[src/rtl/toy_bus_ack_arb2_pkg.sv]
// Shared ToyBusAck definitions: field widths, the beat record, and source selectors.
// The arbiter and the merge top both import this package.
package toy_bus_ack_arb2_pkg;

   localparam int OPCODE_W = 1;
   localparam int DATA_W   = 32;
   localparam int ID_W     = 4;

   typedef struct packed {
      logic [OPCODE_W-1:0] opcode;
      logic [DATA_W-1:0]   data;
      logic [ID_W-1:0]     src_id;
      logic [ID_W-1:0]     tgt_id;
   } ack_beat_t;

   typedef enum logic {
      SRC_IN0 = 1'b0,
      SRC_IN1 = 1'b1
   } src_sel_e;

endpackage

[src/rtl/toy_bus_rr_arb2.sv]
// Two-input arbiter: holds the round-robin pointer and derives both ready signals from can_load.
// With RR_EN=0, in0 always wins a tie and the pointer is ignored.
module toy_bus_rr_arb2
   import toy_bus_ack_arb2_pkg::*;
#(
   parameter bit RR_EN = 1'b1
) (
   input  logic clk,
   input  logic rst,
   input  logic in0_vld,
   input  logic in1_vld,
   input  logic can_load,
   output logic in0_rdy,
   output logic in1_rdy
);

   src_sel_e ptr;
   logic     prefer1;

   assign prefer1 = RR_EN ? (ptr == SRC_IN1) : 1'b0;

   // Neither ready looks at its own valid, so the upstream handshake stays free of loops.
   assign in0_rdy = can_load && !(in1_vld && prefer1);
   assign in1_rdy = can_load && !(in0_vld && !prefer1);

   // NOTE: state registers use non-blocking assignments so every flop samples pre-edge values.
   always_ff @(posedge clk or posedge rst) begin
      if (rst) begin
         ptr <= SRC_IN0;
      end else if (in0_vld && in0_rdy) begin
         ptr <= SRC_IN1;
      end else if (in1_vld && in1_rdy) begin
         ptr <= SRC_IN0;
      end
   end

endmodule

[src/rtl/toy_bus_ack_arb2.sv]
// Merges two ToyBusAck streams into one through a single-entry output register.
// The arbiter picks at most one source per cycle; the register drains and refills in the same cycle.
module toy_bus_ack_arb2
   import toy_bus_ack_arb2_pkg::*;
#(
   parameter bit RR_EN = 1'b1
) (
   input  logic                clk,
   input  logic                rst,
   input  logic                in0_vld,
   output logic                in0_rdy,
   input  logic [OPCODE_W-1:0] in0_opcode,
   input  logic [DATA_W-1:0]   in0_data,
   input  logic [ID_W-1:0]     in0_src_id,
   input  logic [ID_W-1:0]     in0_tgt_id,
   input  logic                in1_vld,
   output logic                in1_rdy,
   input  logic [OPCODE_W-1:0] in1_opcode,
   input  logic [DATA_W-1:0]   in1_data,
   input  logic [ID_W-1:0]     in1_src_id,
   input  logic [ID_W-1:0]     in1_tgt_id,
   output logic                out_vld,
   input  logic                out_rdy,
   output logic [OPCODE_W-1:0] out_opcode,
   output logic [DATA_W-1:0]   out_data,
   output logic [ID_W-1:0]     out_src_id,
   output logic [ID_W-1:0]     out_tgt_id
);

   ack_beat_t in0_beat;
   ack_beat_t in1_beat;
   ack_beat_t out_beat;
   logic      can_load;
   logic      accept0;
   logic      accept1;

   assign in0_beat = {in0_opcode, in0_data, in0_src_id, in0_tgt_id};
   assign in1_beat = {in1_opcode, in1_data, in1_src_id, in1_tgt_id};

   assign can_load = !out_vld || out_rdy;
   assign accept0  = in0_vld && in0_rdy;
   assign accept1  = in1_vld && in1_rdy;

   toy_bus_rr_arb2 #(
      .RR_EN (RR_EN)
   ) u_arb (
      .clk      (clk),
      .rst      (rst),
      .in0_vld  (in0_vld),
      .in1_vld  (in1_vld),
      .can_load (can_load),
      .in0_rdy  (in0_rdy),
      .in1_rdy  (in1_rdy)
   );

   // NOTE: the payload is reset as well as the valid, so the bus reads all-zero coming out of reset.
   always_ff @(posedge clk or posedge rst) begin
      if (rst) begin
         out_vld  <= 1'b0;
         out_beat <= '0;
      end else if (accept0) begin
         out_vld  <= 1'b1;
         out_beat <= in0_beat;
      end else if (accept1) begin
         out_vld  <= 1'b1;
         out_beat <= in1_beat;
      end else if (out_rdy) begin
         out_vld  <= 1'b0;
      end
   end

   assign out_opcode = out_beat.opcode;
   assign out_data   = out_beat.data;
   assign out_src_id = out_beat.src_id;
   assign out_tgt_id = out_beat.tgt_id;

endmodule

[config.mk]
export PLATFORM = sky130hd
export DESIGN_NAME = toy_bus_ack_arb2
export DESIGN_NICKNAME = d
export VERILOG_FILES = /design/src/rtl/toy_bus_ack_arb2_pkg.sv /design/src/rtl/toy_bus_rr_arb2.sv /design/src/rtl/toy_bus_ack_arb2.sv
export SDC_FILE = /design/constraint.sdc
export NUM_CORES = 1
export LEC_CHECK = 0
export CORE_ASPECT_RATIO = 1.4
export CORE_UTILIZATION = 39
export DETAILED_ROUTE_END_ITERATION = 12
export PLACE_DENSITY_LB_ADDON = 0.12
export SLEW_MARGIN = 25
export SYNTH_ARGS = -nofsm -noshare
export SYNTH_HDL_FRONTEND = slang
export SYNTH_SLANG_ARGS = --single-unit
[constraint.sdc]
create_clock -name clk -period 1.7 [get_ports clk]
set_input_delay 0.255 -clock clk [delete_from_list [all_inputs] [get_ports clk]]
set_output_delay 0.255 -clock clk [all_outputs]
set_load 0.01 [all_outputs]
Word level (Yosys, flattened, before mapping). Index checks and enable logic that the tools add are counted.

Muxes and demuxes: 7. Reductions and logical operators: 13.

Operators by type and width (count): $mux W41 (2); $logic_and A1 B1 Y1 (6); $mux W1 (5); $logic_not A1 Y1 (4); $reduce_bool A3 Y1 (1); $reduce_bool A2 Y1 (1); $logic_or A1 B1 Y1 (1).

Register bits: 43. Input bits: 87. Output and inout port bits: 44. Word-level logic and storage cells: 26.

Longest topological paths before layout.
Depth in word-level cells: 7. Mapped depth: 5. Depth with buffers taken out: 3.

Modules after synthesis. From an unflattened synthesis, not the netlist that was laid out.

Cell total of the unflattened synthesis: 260. Area, all modules: 2887.8 µm².

Modules (own cells, without submodules): toy_bus_ack_arb2 (times used 1, cells an instance 253, area each 2829.0 µm², seq. area each 1051.0 µm²); toy_bus_rr_arb2 (times used 1, cells an instance 7, area each 58.8 µm², seq. area each 25.0 µm²).

Worst setup path after synthesis. Ideal clock, no wire load.

Path kind: reg2reg. Start: register out_vld. End: register out_beat (netlist bit out_data[0]). Data arrival time: 1.225 ns. Required time: 1.574 ns. Slack: 0.349 ns. Cell stages (with the launch flop): 6. Path buffers: 2. Path through: dfrtp_1 > nand2b_1 > buf_6 > nand3_2 > buf_6 > a221o_1.

Cells in the longest elaborated chain, start to end: 5.

Ends and longest elaborated chain: start, declared (RTL line toy_bus_ack_arb2.sv:22) `output logic out_vld,`; start signal, assigned (RTL line toy_bus_ack_arb2.sv:59) `out_vld <= 1'b0;`; start signal, assigned (RTL line toy_bus_ack_arb2.sv:62) `out_vld <= 1'b1;`; start signal, assigned (RTL line toy_bus_ack_arb2.sv:65) `out_vld <= 1'b1;`; $logic_not A1 Y1 (*) (RTL line toy_bus_ack_arb2.sv:40) `assign can_load = !out_vld || out_rdy;`; $logic_or A1 B1 Y1 (*) (RTL line toy_bus_ack_arb2.sv:40); $logic_and A1 B1 Y1, on equally long branches (RTL line toy_bus_rr_arb2.sv:23, toy_bus_rr_arb2.sv:24); $logic_and A1 B1 Y1, on equally long branches (RTL line toy_bus_ack_arb2.sv:41, toy_bus_ack_arb2.sv:42); $mux W41 or $reduce_bool A2 Y1 (tied branches); end signal, assigned (RTL line toy_bus_ack_arb2.sv:63) `out_beat <= in0_beat;`; end signal, assigned (RTL line toy_bus_ack_arb2.sv:66) `out_beat <= in1_beat;`; end, declared (RTL line toy_bus_ack_arb2.sv:32) `ack_beat_t out_beat;`.

Every way passes the cells marked *; elsewhere a longest branch is shown, timed or not. A chain may end at the register's enable or synchronous reset.

Worst setup path after layout.
Start: input out_rdy. End: register out_beat (netlist bit out_data[26]).

Cells in the longest elaborated chain, start to end: 4.

Ends and longest elaborated chain: start, declared (RTL line toy_bus_ack_arb2.sv:23) `input logic out_rdy,`; $logic_or A1 B1 Y1 (*) (RTL line toy_bus_ack_arb2.sv:40); $logic_and A1 B1 Y1, on equally long branches (RTL line toy_bus_rr_arb2.sv:23, toy_bus_rr_arb2.sv:24); $logic_and A1 B1 Y1, on equally long branches (RTL line toy_bus_ack_arb2.sv:41, toy_bus_ack_arb2.sv:42); $mux W41 or $reduce_bool A2 Y1 (tied branches).

Marked as above.

==> impl_metrics.tcl <==
set metrics [dict create \
    cts_hold_buf 0 \
    timing.hold.worst.class "input pin to asynchronous set/reset pin" \
    reg2reg_depth 4 \
    hold_violations 0 \
    fmax_mhz 633 \
    avgViaCountPerCell 5.80 \
    die_h_um 95.6 \
    pin_count 131 \
    clock_tree.root_cell "sky130_fd_sc_hd__clkbuf_8" \
    post_layout_nonfiller_instances 408 \
    antenna_cells 0 \
    finalCoreUtilization_pct 67.0 \
    post_route_cells_drive_above_1_share_pct 10.4 \
    average_cell_area_after_synthesis_sq_um 11.6 \
    critical_path.reg2reg.startpoint "out_vld" \
    postRouteAntennaNets 0 \
    crit_path_max_cell_delay_ns 0.51 \
    synth_cell_type_count 18 \
    dr_total_vias 2365 \
    run_status "complete, no violations" \
    fillerInstances 518 \
    initial_core_util_pct 41.0 \
    rsz0062_at_grt "no" \
    irDropWorstVdd_uv 409 \
    clock_tree.htree_level_count 2 \
    fin_total_pwr_mw 3.23 \
    wire_length_of_the_first_global_routing_pass_um 11600 \
    cts_buffer_depth 2 \
    finalNetCount 425 \
    port-buffer-count 130 \
    firstDrtPassIters 4 \
    setup-violations-final 0 \
    worst-endpoint-required_ns 1.88 \
    leading_cell_type_in_the_layout_fill_and_taps_excluded "sky130_fd_sc_hd__clkdlybuf4s50_1" \
    place_hpwl_um 5150 \
    number_of_pins_with_negative_max_slew_slack_in_the_final_report 0 \
    timing_worst_setup_path_type "input pin to register" \
    final_critical_path_setup_slack_ns 0.120 \
    clkTransAtPathRegs_ns 0.08 \
    die-area_sq_um 6580 \
    dieWidth_um 68.8 \
    critical_path.startpoint_type "input pin" \
    post_drt_wl_per_cell_um 18.3 \
    layout_min_cycle_time_ns 1.58 \
    syn_to_final_growth_pct 63.4 \
    reg2reg_slack_ns 0.25 \
    clock_tree_from_tritoncts "done" \
    drt_drc_violations_left 0 \
    initialDrtViolationCount 89 \
    power.density_nw_per_um2 811 \
    cts_sinks 43 \
    cp_num_buf_inv 2 \
    clk-insertion-delay-late_ns 0.29 \
    seqCellArea_sq_um 1080 \
    data_arrival_time_of_the_critical_path_ns 1.76 \
    critical_path.cell_chain "clkdlybuf4s50_1, nand2b_1, nand3_2, buf_4, a221o_1" \
    crit_path_max_fanout 13 \
    total_leakage_power_nw 1.59 \
    yosysWarningCount 0 \
    multi_input_area_sq_um 1170 \
    cp_slowest_cell "sky130_fd_sc_hd__clkdlybuf4s50_1" \
    slew_at_the_pin_with_the_worst_max_slew_slack_ns 0.272 \
    synth_cells 210 \
    layout.cells.most_common_list "128 x sky130_fd_sc_hd__clkdlybuf4s50_1, 43 x sky130_fd_sc_hd__dfrtp_1, 41 x sky130_fd_sc_hd__nor3b_1, 41 x sky130_fd_sc_hd__a221o_1, 40 x sky130_fd_sc_hd__and4_1" \
    totalWireLength_um 7480 \
    slew-limit-headroom_pct 81.8 \
    place_congestion 0.764 \
    r2r_end "out_data[26]" \
    final.setup_skew_ns 0.0114 \
    fp-row-count 33 \
    syn-cell-area_sq_um 2440 \
    max_cap_viol_count 0 \
    via_count_of_the_first_global_routing_pass 2449 \
    numCtsBuffers 5 \
    final.hold.worst_slack_ns 0.306 \
    ys_seq_elements 43 \
    grt-ovfl-total 0 \
    yosysSeqAreaShare_pct 44.1 \
    final.period_utilization_pct 93.0 \
    cp-end-kind "register" \
    antenna_violations_before_repair 0 \
    cpLargestDelayFamily "buffers and inverters" \
    core-area_sq_um 5950 \
    detailedPlace.worstSlack_ns -0.191 \
    synth_fp_nets 297 \
    dpl.cell_count 401 \
    grt_max_degree 44 \
    gr-usage-all-layers_pct 23.5 \
]
[routing by layer]
layer | wire (um) | share of wire, % | track usage (%) | up-vias
met5 | 0 | 0 | 0 | -
met4 | 75 | 1.0 | 5.44 | 0
met3 | 468 | 6.3 | 4.67 | 8
met2 | 3760 | 50 | 40.8 | 91
met1 | 3180 | 42 | 29.4 | 1153
li1 | - | - | - | 1113
[layout make-up]
type	instances	share of cell area [%]
Inverter	2	0.188
Clock buffer	6	1.82
Timing Repair Buffer	152	38.6
Tap cell	70	2.20
Multi-Input combinational cell	134	29.4
Sequential cell	43	27.0
Clock inverter	1	0.754
[synthesized netlist by cell type, drive strengths merged]
master,count,area share [%]
inv,2,0.31
nor3b,41,13
and4,41,15
a21oi,2,0.41
a221o,41,17
clkbuf,10,1.5
nand3,1,0.41
nor2,1,0.46
dfrtp,43,44
nand2,3,0.77
nand2b,1,0.26
nor2b,1,0.26
o21ai,2,0.56
buf,21,6.6
[sequential cells by signal, summed over array words and instances (netlist names)]
name           flops
out_tgt_id         4
out_src_id         4
out_vld            1
out_opcode         1
u_arb.prefer1      1
out_data          32
[power breakdown]
part           leakage (nW)  switching, mW  internal (mW)
sequential            0.511          0.109           1.19
combinational          1.03          0.431          0.721
clock                0.0513          0.348          0.431
[worst min-delay path, cell delays in order]
cell	delay (ns)
sky130_fd_sc_hd__clkdlybuf4s50_1	0.42
sky130_fd_sc_hd__inv_2	0.07
sky130_fd_sc_hd__buf_12	0.23
[metrics by stage]
step	area, sq um	setup TNS [ns]
after floorplan	2440	0
after global placement	3880	-5.18
after detailed placement	3880	-7.08
after CTS	3980	0
after global routing	3980	0
final	3980	0
[worst max path at each step]
stage	slack, ns	startpoint	cells past startpoint	to
final	0.12	out_rdy	5	out_data[26]
after global routing	0.05	out_rdy	5	out_src_id[1]
after CTS	0.13	out_rdy	5	out_data[26]
after global placement	-0.13	out_rdy	5	out_data[28]
after floorplan	0.35	out_vld	5	out_data[0]
after detailed placement	-0.19	out_rdy	5	out_data[24]
[kinds of logic (layout without fill, tap and decap cells)]
family,after synthesis,after routing,share of synthesized area (%)
flops,43,43,44.1
buf+inv,33,161,8.47
compound gates,45,45,17.8
simple gates,89,89,29.6
[repair_timing]
action / CTS / global route
resized for setup: 2 / 0
endpoints found under the setup margin: 2 / 0
buffers inserted: 0 / 0
No activity file was read; power rests on OpenSTA's default activity.
